`src/rtl/obstacle_checker_multi.sv`:
```
// Game-state checker: tests the bird box against NUM_PIPES pipes and the floor every cycle,
// runs the INITIAL/CHECK/LOSE game FSM and keeps a saturating Score and High_Score.
module obstacle_checker_multi #(
    parameter int NUM_PIPES = 4,
    parameter int COORD_W   = 10,
    parameter int PIPE_W    = 80,
    parameter int GAP_H     = 100,
    parameter int BIRD_W    = 16,
    parameter int BIRD_H    = 16,
    parameter int FLOOR_Y   = 479,
    parameter int SCORE_W   = 8
) (
    input  logic                           Clk,
    input  logic                           reset,
    input  logic                           Start,
    input  logic                           Ack,
    input  logic [COORD_W-1:0]             Bird_X,
    input  logic [COORD_W-1:0]             Bird_Y,
    input  logic [NUM_PIPES*COORD_W-1:0]   Pipe_X,
    input  logic [NUM_PIPES*COORD_W-1:0]   Gap_Y,
    input  logic [NUM_PIPES-1:0]           Pipe_Valid,
    output logic                           Q_Initial,
    output logic                           Q_Check,
    output logic                           Q_Lose,
    output logic                           Check,
    output logic                           Lose,
    output logic [NUM_PIPES-1:0]           Hit_Vec,
    output logic                           Hit_Floor,
    output logic [SCORE_W-1:0]             Score,
    output logic [SCORE_W-1:0]             High_Score
);

    localparam int EW    = COORD_W + 1;
    localparam int CW    = $clog2(NUM_PIPES + 1);
    localparam int SUM_W = SCORE_W + CW;

    localparam logic [EW-1:0]      FLOOR_LIM = EW'(FLOOR_Y + 1);
    localparam logic [SCORE_W-1:0] SCORE_MAX = {SCORE_W{1'b1}};

    typedef enum logic [1:0] {
        ST_INITIAL = 2'd0,
        ST_CHECK   = 2'd1,
        ST_LOSE    = 2'd2
    } state_t;

    state_t state;
    state_t state_next;

    logic [EW-1:0]        bird_x;
    logic [EW-1:0]        bird_y;
    logic [EW-1:0]        bird_x2;
    logic [EW-1:0]        bird_y2;
    logic [NUM_PIPES-1:0] hit;
    logic [NUM_PIPES-1:0] pass;
    logic [NUM_PIPES-1:0] passed;
    logic                 floor_hit;
    logic                 any_hit;
    logic [CW-1:0]        new_count;
    logic [SUM_W-1:0]     score_sum;
    logic [SCORE_W-1:0]   score_next;

    // Edge sums carry one extra bit so a pipe near the right screen edge never wraps.
    assign bird_x  = {1'b0, Bird_X};
    assign bird_y  = {1'b0, Bird_Y};
    assign bird_x2 = bird_x + EW'(BIRD_W);
    assign bird_y2 = bird_y + EW'(BIRD_H);

    for (genvar gi = 0; gi < NUM_PIPES; gi++) begin : g_pipe
        logic [EW-1:0] pipe_l;
        logic [EW-1:0] pipe_r;
        logic [EW-1:0] gap_t;
        logic [EW-1:0] gap_b;

        assign pipe_l = {1'b0, Pipe_X[gi*COORD_W +: COORD_W]};
        assign pipe_r = pipe_l + EW'(PIPE_W);
        assign gap_t  = {1'b0, Gap_Y[gi*COORD_W +: COORD_W]};
        assign gap_b  = gap_t + EW'(GAP_H);

        assign hit[gi]  = Pipe_Valid[gi] & (bird_x2 > pipe_l) & (bird_x < pipe_r)
                        & ((bird_y < gap_t) | (bird_y2 > gap_b));
        assign pass[gi] = Pipe_Valid[gi] & (bird_x > (pipe_r - EW'(1)));
    end

    assign floor_hit = bird_y2 > FLOOR_LIM;
    assign any_hit   = (|hit) | floor_hit;

    // A pipe contributes only on the first cycle of its pass.
    always_comb begin
        new_count = '0;
        for (int i = 0; i < NUM_PIPES; i++) begin
            if (pass[i] && !passed[i]) begin
                new_count = new_count + CW'(1);
            end
        end
    end

    always_comb begin
        score_sum  = SUM_W'(Score) + SUM_W'(new_count);
        score_next = (score_sum > SUM_W'(SCORE_MAX)) ? SCORE_MAX : score_sum[SCORE_W-1:0];
    end

    always_ff @(posedge Clk) begin
        if (reset) begin
            state <= ST_INITIAL;
        end else begin
            state <= state_next;
        end
    end

    always_comb begin
        state_next = ST_INITIAL;
        case (state)
            ST_INITIAL: state_next = Start   ? ST_CHECK   : ST_INITIAL;
            ST_CHECK:   state_next = any_hit ? ST_LOSE    : ST_CHECK;
            ST_LOSE:    state_next = Ack     ? ST_INITIAL : ST_LOSE;
            default:    state_next = ST_INITIAL;
        endcase
    end

    always_comb begin
        Q_Initial = (state == ST_INITIAL);
        Q_Check   = (state == ST_CHECK);
        Q_Lose    = (state == ST_LOSE);
        Check     = Q_Check;
        Lose      = Q_Lose;
    end

    // On a hit the losing snapshot wins over any pass seen on the same cycle.
    always_ff @(posedge Clk) begin
        if (reset) begin
            Hit_Vec    <= '0;
            Hit_Floor  <= 1'b0;
            Score      <= '0;
            High_Score <= '0;
            passed     <= '0;
        end else begin
            case (state)
                ST_INITIAL: begin
                    if (Start) begin
                        Score     <= '0;
                        passed    <= '0;
                        Hit_Vec   <= '0;
                        Hit_Floor <= 1'b0;
                    end
                end
                ST_CHECK: begin
                    if (any_hit) begin
                        Hit_Vec   <= hit;
                        Hit_Floor <= floor_hit;
                        if (Score > High_Score) begin
                            High_Score <= Score;
                        end
                    end else begin
                        passed <= pass;
                        Score  <= score_next;
                    end
                end
                default: begin
                end
            endcase
        end
    end

endmodule

```
`config.mk`:
```
export PLATFORM = sky130hd
export DESIGN_NAME = obstacle_checker_multi
export DESIGN_NICKNAME = d
export VERILOG_FILES = /design/src/rtl/obstacle_checker_multi.sv
export SDC_FILE = /design/constraint.sdc
export NUM_CORES = 1
export LEC_CHECK = 0
export ABC_AREA = 1
export CORE_ASPECT_RATIO = 1.5
export CORE_MARGIN = 2
export CORE_UTILIZATION = 40
export CTS_CLUSTER_SIZE = 12
export DETAILED_ROUTE_END_ITERATION = 10
export PLACE_DENSITY = 0.65
export SYNTH_ARGS = -nofsm -noshare
export SYNTH_HDL_FRONTEND = slang
export SYNTH_SLANG_ARGS = --single-unit
```
`constraint.sdc`:
```
create_clock -name Clk -period 5.61 [get_ports Clk]
set_clock_uncertainty 0.15 [all_clocks]
set_input_delay 0.8415 -clock Clk [delete_from_list [all_inputs] [get_ports Clk]]
set_output_delay 0.8415 -clock Clk [all_outputs]
set_load 0.05 [all_outputs]
```
==> impl_metrics.csv, run 1 <==
group,metric,value,unit
status,status,"finished clean",
floorplanning,initial_core_util,0.408,
placement,gp_congestion,0.961,
drt,wl,25.1,mm
clock_tree,clockBufferDepth,2,
setup_path,crit_path_end_kind,"flip-flop",
power_and_ir_drop,cellLeakagePower,5.76,nW
logic_synthesis,synthMuxAreaShare,0,
logic_synthesis,synth-simple-area-share,0.299,
clock_tree,cts_buffers,3,
cells_and_area,num_antenna_cells,0,
setup_path,cp.required,5660,ps
drt,ant_nets,0,
cells_and_area,nFillCells,1986,
flow_run,maxCapViolCount,0,
cells_and_area,syn_to_final_growth,36.1,%
drt,post-route-drc-count,0,
floorplanning,dieArea,21500,um^2
clock_tree,cts_htree_levels,1,
timing,drv_slew,0,
floorplanning,pin_count,134,
timing,timing.final.crit_share,0.965,
logic_synthesis,synth-seq-cells,27,
drt,wl_per_cell,14.2,um
clock_tree,postCtsHoldBufs,0,
logic_synthesis,synth_top_family_by_area,"adder cells",
floorplanning,die_w,120,um
timing,worst_pin_slew,1170,ps
cells_and_area,final_nets,1826,
clock_tree,root_buffer,"clkbuf_16",
global_route,antenna_found_initial,0,
logic_synthesis,synthArstFlopShare,0,
floorplanning,num_rows,63,
logic_synthesis,syn-cell-area,8110,um^2
timing,period_minus_slack,5410,ps
global_route,grt.total_usage,0.228,
cells_and_area,layout-drive-gt1-share,0.155,
drt,avgViaCountPerCell,5.06,
power_and_ir_drop,peakVddDrop,128,uV
floorplanning,core,19900,um^2
global_route,grt_pass1_vias,8833,
global_route,grt_max_degree,31,
logic_synthesis,synth_edf_count,0,
logic_synthesis,synth_cell_types,45,
setup_path,worstSetupPathType,"input pin to flip-flop",
logic_synthesis,synth_top_flop_cell,"dfxtp_1",
logic_synthesis,syn_nets,1577,
clock_tree,clk_latency,260,ps
placement,placed_area,10500,um^2
timing,hold_viol,0,
logic_synthesis,synth_compound_area_frac,0.118,
logic_synthesis,yosys_warnings,0,
floorplanning,die_h,178,um
setup_path,worst_ep_arrival_time,5460,ps
clock_tree,cts_tree,"yes",
logic_synthesis,synth_fa_ha_area_frac,0.323,
min_path,min_from,"Hit_Floor$_SDFFE_PP0P_",
setup_path,path_max_fanout,6,
setup_path,start_kind,"input pin",
power_and_ir_drop,p_total,1.50,mW
clock_tree,clkSlewWorstSetupHoldPaths,70,ps
min_path,hold_path.class,"flip-flop to flip-flop",
global_route,grt_pass1_wl,40.0,mm
power_and_ir_drop,power_density,136,nW/um^2
global_route,gr-total-overflow,0,
logic_synthesis,synth-xor-area-share,0.0778,
logic_synthesis,syn_area_per_cell,6.44,um^2
placement,post-dp-hpwl,21.0,mm
setup_path,slowest_delay,360,ps
setup_path,regToRegStartpoint,"passed[1]$_SDFFE_PP0P_",
logic_synthesis,syn_inst,1260,
cells_and_area,fin_area,11000,um^2
logic_synthesis,synth-seq-area-share,0.0667,
placement,port_buffers,133,
timing,timing.fmax,185,MHz
drt,via_count,8948,
setup_path,cp-startpoint,"Pipe_X[15]",
timing,relSlewSlack,0.217,
timing,setup_viol,0,
clock_tree,cts.sink_count,27,
drt,drt_iter0_drc,304,
setup_path,crit_slowest_cell,"fa_2",
drt,firstDrtPassIters,4,
[placed cells by master (no fill, tap or decap), types with 11 or more instances in the layout]
master and instances:
ha_1 199, nand3_2 12, a21oi_1 96, dlygate4sd2_1 14, dfxtp_1 27, xor2_1 54, buf_4 121, nor2_1 109
nand2_2 18, clkdlybuf4s50_1 113, o21ai_0 31, inv_1 214, xnor2_1 13, inv_2 11, nor3_1 11, nand3_1 78
nand4_1 40, nand2_1 228
[report_power, final]
group	total, mW	switching [mW]	internal, mW
clock	0.167	0.0696	0.0974
combinational	1.11	0.640	0.465
sequential	0.232	0.0190	0.213
[timing repair]
action                     in CTS  in global routing
gates resized for setup        63                 56
setup endpoints to repair       8                  8
hold endpoints to repair        0                  0
pin swaps                      37                 42
buffers inserted               13                  4
[layer usage]
layer | global-route usage | up-vias | routed length (um)
met5 | 0 | - | 0
met4 | 0.0770 | 0 | 948
met3 | 0.0195 | 61 | 791
met2 | 0.457 | 164 | 13300
met1 | 0.245 | 4066 | 10100
li1 | - | 4657 | -
[metrics by stage]
step	setup slack, ps	setup TNS [ps]	cells	hold slack [ps]	utilization
global placement	-582	-4540	1747	324	0.529
global route	-68.0	-463	1768	373	0.556
CTS	4.64	0	1764	334	0.543
finish	198	0	1768	334	0.556
floorplan	52.3	0	1260	372	-
detailed placement	-691	-5250	1747	324	0.529
[sequential cells by signal (all words and copies together) (netlist names)]
| signal | count |
|---|---|
| High_Score | 8 |
| Hit_Floor | 1 |
| Hit_Vec | 4 |
| Score | 8 |
| passed | 4 |
| state | 2 |
[logic make-up (layout without fill, tap and decap cells)]
logic type               count (synthesis)  count (layout)
AO/OA/AOI/OAI                          171             171
XOR/XNOR                                72              72
adder cells (fa/ha/maj)                209             209
buffers and inverters                  240             488
flip-flops                              27              27
AND/OR/NAND/NOR                        541             541
[layout make-up]
type	count	area [um^2]	area share
clock buffers	4	78.8	0.00714
inverters	226	850	0.0770
multi-input cells	993	6980	0.632
flip-flops and latches	27	541	0.0490
well taps	260	325	0.0295
repair buffers	258	2260	0.205
[Yosys cell counts, types with 2 or more instances]
cell type  count  share of area
buf_4          4         0.0037
a221oi_1       2         0.0022
inv_2          2        0.00093
a21oi_1      103          0.064
o21ai_0       33          0.020
nor4_1         5         0.0039
a21o_1         7         0.0065
nand3_2        8         0.0099
ha_1         208           0.32
nand2_1      247           0.11
xor2_1        59          0.064
o21a_1         6         0.0056
dfxtp_1       27          0.067
clkbuf_1       5         0.0023
nor2_1       119          0.055
nand3_1       84          0.052
nand3_4        2         0.0043
a211oi_1       4         0.0037
or2_2          2         0.0015
o21bai_1       3         0.0028
nor3_1        16         0.0099
nand2_4        2         0.0028
buf_6          2         0.0028
nand2_2        2         0.0015
nand4_1       40          0.031
nand3b_1      10         0.0093
buf_1          2        0.00093
o2111ai_1      3         0.0032
o211ai_1       3         0.0028
xnor2_1       13          0.014
inv_1        223           0.10
[critical path, delay by kind of cell]
kind,cells,cell delay [ps]
AOI/OAI and AO/OA,6,740
xor gates and xnor gates,1,160
adders and majority gates,4,1080
buffers and inverters,12,1230
and+or+nand+nor,13,1390
[worst paths after layout]
check             cells past startpoint  slack [ps]                endpoint
setup / recovery                     36         200   Score[0]$_SDFFE_PP0P_
hold / removal                        2         330  Hit_Floor$_SDFFE_PP0P_
setup reg to reg                     19        2520   Score[0]$_SDFFE_PP0P_
hold reg to reg                       2         330  Hit_Floor$_SDFFE_PP0P_
Note: power is estimated with default switching activity, not from simulation.
==> run 2, diff against run 1 <==
--- a/config.mk
+++ b/config.mk
@@ -7,7 +7,6 @@
 export LEC_CHECK = 0
 export ABC_AREA = 1
 export CORE_ASPECT_RATIO = 1.5
-export CORE_MARGIN = 2
 export CORE_UTILIZATION = 40
 export CTS_CLUSTER_SIZE = 12
 export DETAILED_ROUTE_END_ITERATION = 10
==> impl_metrics.csv, run 2 (same netlist as run 1, synthesis figures left out) <==
group,metric,value,unit
drt,avgViaCountPerCell,5.07,
power_and_ir_drop,p_int,0.773,mW
timing,layout_setup_ws,266,ps
power_and_ir_drop,peakVddDrop,102,uV
drt,firstDrtPassIters,7,
power_and_ir_drop,power_switching,0.722,mW
power_and_ir_drop,clock_power_share,0.111,
power_and_ir_drop,cellLeakagePower,5.80,nW
clock_tree,root_buffer,"clkbuf_16",
setup_path,path_max_fanout,6,
floorplanning,die_w,118,um
clock_tree,cts_buffers,3,
setup_path,cp.required,5660,ps
global_route,grt_pass1_vias,8975,
timing,worst_pin_slew,1110,ps
setup_path,slowest_delay,540,ps
timing,hold_viol,0,
placement,gp_congestion,0.937,
clock_tree,postCtsHoldBufs,0,
clock_tree,cts_htree_levels,1,
global_route,grt_max_degree,31,
cells_and_area,final_common_cell,"nand2_1",
timing,relSlewSlack,0.258,
setup_path,rr_worst_depth,20,
timing,drv_slew,0,
timing,timing.fmax,187,MHz
floorplanning,core,19800,um^2
cells_and_area,syn_to_final_growth,35.5,%
drt,post-route-drc-count,0,
drt,wl_per_cell,14.0,um
cells_and_area,reg_top3,"High_Score x8, Score x8",
drt,drt_iter0_drc,265,
clock_tree,clk_latency,260,ps
cells_and_area,layout-drive-gt1-share,0.160,
clock_tree,cts.sink_count,27,
floorplanning,num_rows,63,
floorplanning,dieArea,20900,um^2
setup_path,crit_path_end_kind,"flip-flop",
placement,post-dp-hpwl,21.1,mm
global_route,grt_pass1_wl,40.4,mm
placement,place_ws,-662,ps
global_route,grt.total_usage,0.239,
setup_path,path_depth,30,
placement,dp.cells,1751,
placement,placed_area,10500,um^2
timing,timing.final.crit_share,0.953,
cells_and_area,nFillCells,1937,
flow_run,maxCapViolCount,0,
global_route,antenna_found_initial,0,
power_and_ir_drop,power_density,136,nW/um^2
setup_path,path_delay_family,"simple AND/OR/NAND/NOR gates",
setup_path,crit_slowest_cell,"or4_4",
cells_and_area,layoutNonFillerInstCount,1775,
cells_and_area,final_cell_mix,"nand2_1 (227), inv_1 (213), ha_1 (203)",
setup_path,cp_num_buf_inv,7,
clock_tree,clkSlewWorstSetupHoldPaths,70,ps
timing,setup_viol,0,
drt,wl,24.9,mm
timing,holdWs,330,ps
min_path,hold_path.class,"flip-flop to flip-flop",
setup_path,worst_ep_arrival_time,5400,ps
timing,period_minus_slack,5340,ps
floorplanning,initial_core_util,0.410,
setup_path,start_kind,"input pin",
power_and_ir_drop,switching_share,0.483,
placement,port_buffers,133,
power_and_ir_drop,combPwrFrac,0.734,
drt,ant_nets,0,
floorplanning,die_h,176,um
global_route,gr-total-overflow,0,
timing,tns,0,ps
floorplanning,pin_count,134,
setup_path,worstSetupPathType,"input pin to flip-flop",
power_and_ir_drop,p_seq_frac,0.156,
clock_tree,cts_tree,"yes",
clock_tree,clockBufferDepth,2,
min_path,holdPathStages,2,
drt,via_count,9006,
cells_and_area,fin_area,11000,um^2
cells_and_area,num_antenna_cells,0,
status,status,"finished clean",
cells_and_area,final_nets,1833,
==> run 2: cell count changes in the layout (fill, tap and decap cells not counted), sizes merged, moves of 2 or more <==
cell and delta:
buf +10, dlygate4sd2 -13, clkdlybuf4s50 -2, dlymetal6s2s +3
clkbuf +9
==> run 2: through the flow <==
step / utilization / total power [mW]
global placement: 0.532 / 1.27
finish: 0.555 / 1.50
floorplan: - / 0.900
CTS: 0.548 / 1.48
detailed placement: 0.532 / 1.29
global route: 0.555 / 1.65
==> run 2: path summary, 6_finish.rpt <==
check | from | end | slack (ps)
setup / recovery | Pipe_X[1] | Score[2]$_SDFFE_PP0P_ | 270
setup reg to reg | passed[1]$_SDFFE_PP0P_ | Score[2]$_SDFFE_PP0P_ | 2460
hold reg to reg | Hit_Floor$_SDFFE_PP0P_ | Hit_Floor$_SDFFE_PP0P_ | 330
hold / removal | Hit_Floor$_SDFFE_PP0P_ | Hit_Floor$_SDFFE_PP0P_ | 330
==> run 2: power groups by stage <==
stage          logic (mW)  registers (mW)  clock network, mW
6_report             1.10           0.233              0.165
5_1_grt              1.24           0.236              0.179
4_1_cts              1.08           0.232              0.171
3_5_place_dp         1.05           0.236                  0
3_3_place_gp         1.03           0.235                  0
2_1_floorplan       0.614           0.286                  0
==> run 2: area by class of cell <==
class | instances | area [um^2] | area share
clock buffer | 3 | 75.1 | 0.00683
clock inverter | 1 | 5.00 | 0.000455
inverter | 226 | 850 | 0.0773
multi-input combinational | 993 | 6910 | 0.629
sequential | 27 | 541 | 0.0492
tap | 260 | 325 | 0.0296
timing repair buffer | 265 | 2280 | 0.208
==> run 2: metal layers <==
layer / wire length [um] / GRT usage / vias to the layer above
li1: - / - / 4674
met1: 9740 / 0.250 / 4070
met2: 13200 / 0.482 / 194
met3: 858 / 0.0171 / 68
met4: 1050 / 0.101 / 0
met5: 0 / 0 / -
==> run 2: worst reg2reg max path, stage by stage, from the launching register on <==
cell	delay (ps)
dfxtp_1	350
nor2_2	60
ha_1	300
buf_4	100
buf_4	90
nand2_1	50
nand2_2	60
inv_1	40
ha_1	280
inv_2	40
o21ai_2	150
inv_2	50
fa_2	360
nor2_2	120
o21ai_2	80
nor4_2	210
buf_4	200
nand2_8	70
a21oi_1	140
a21oi_1	60
nor2_1	130
==> run 2: repair_timing <==
action | CTS | global route
cloned | 0 | 0
gates resized for setup | 62 | 75
pin swaps | 33 | 44
endpoints found under the setup margin | 8 | 8
buffers inserted | 12 | 8
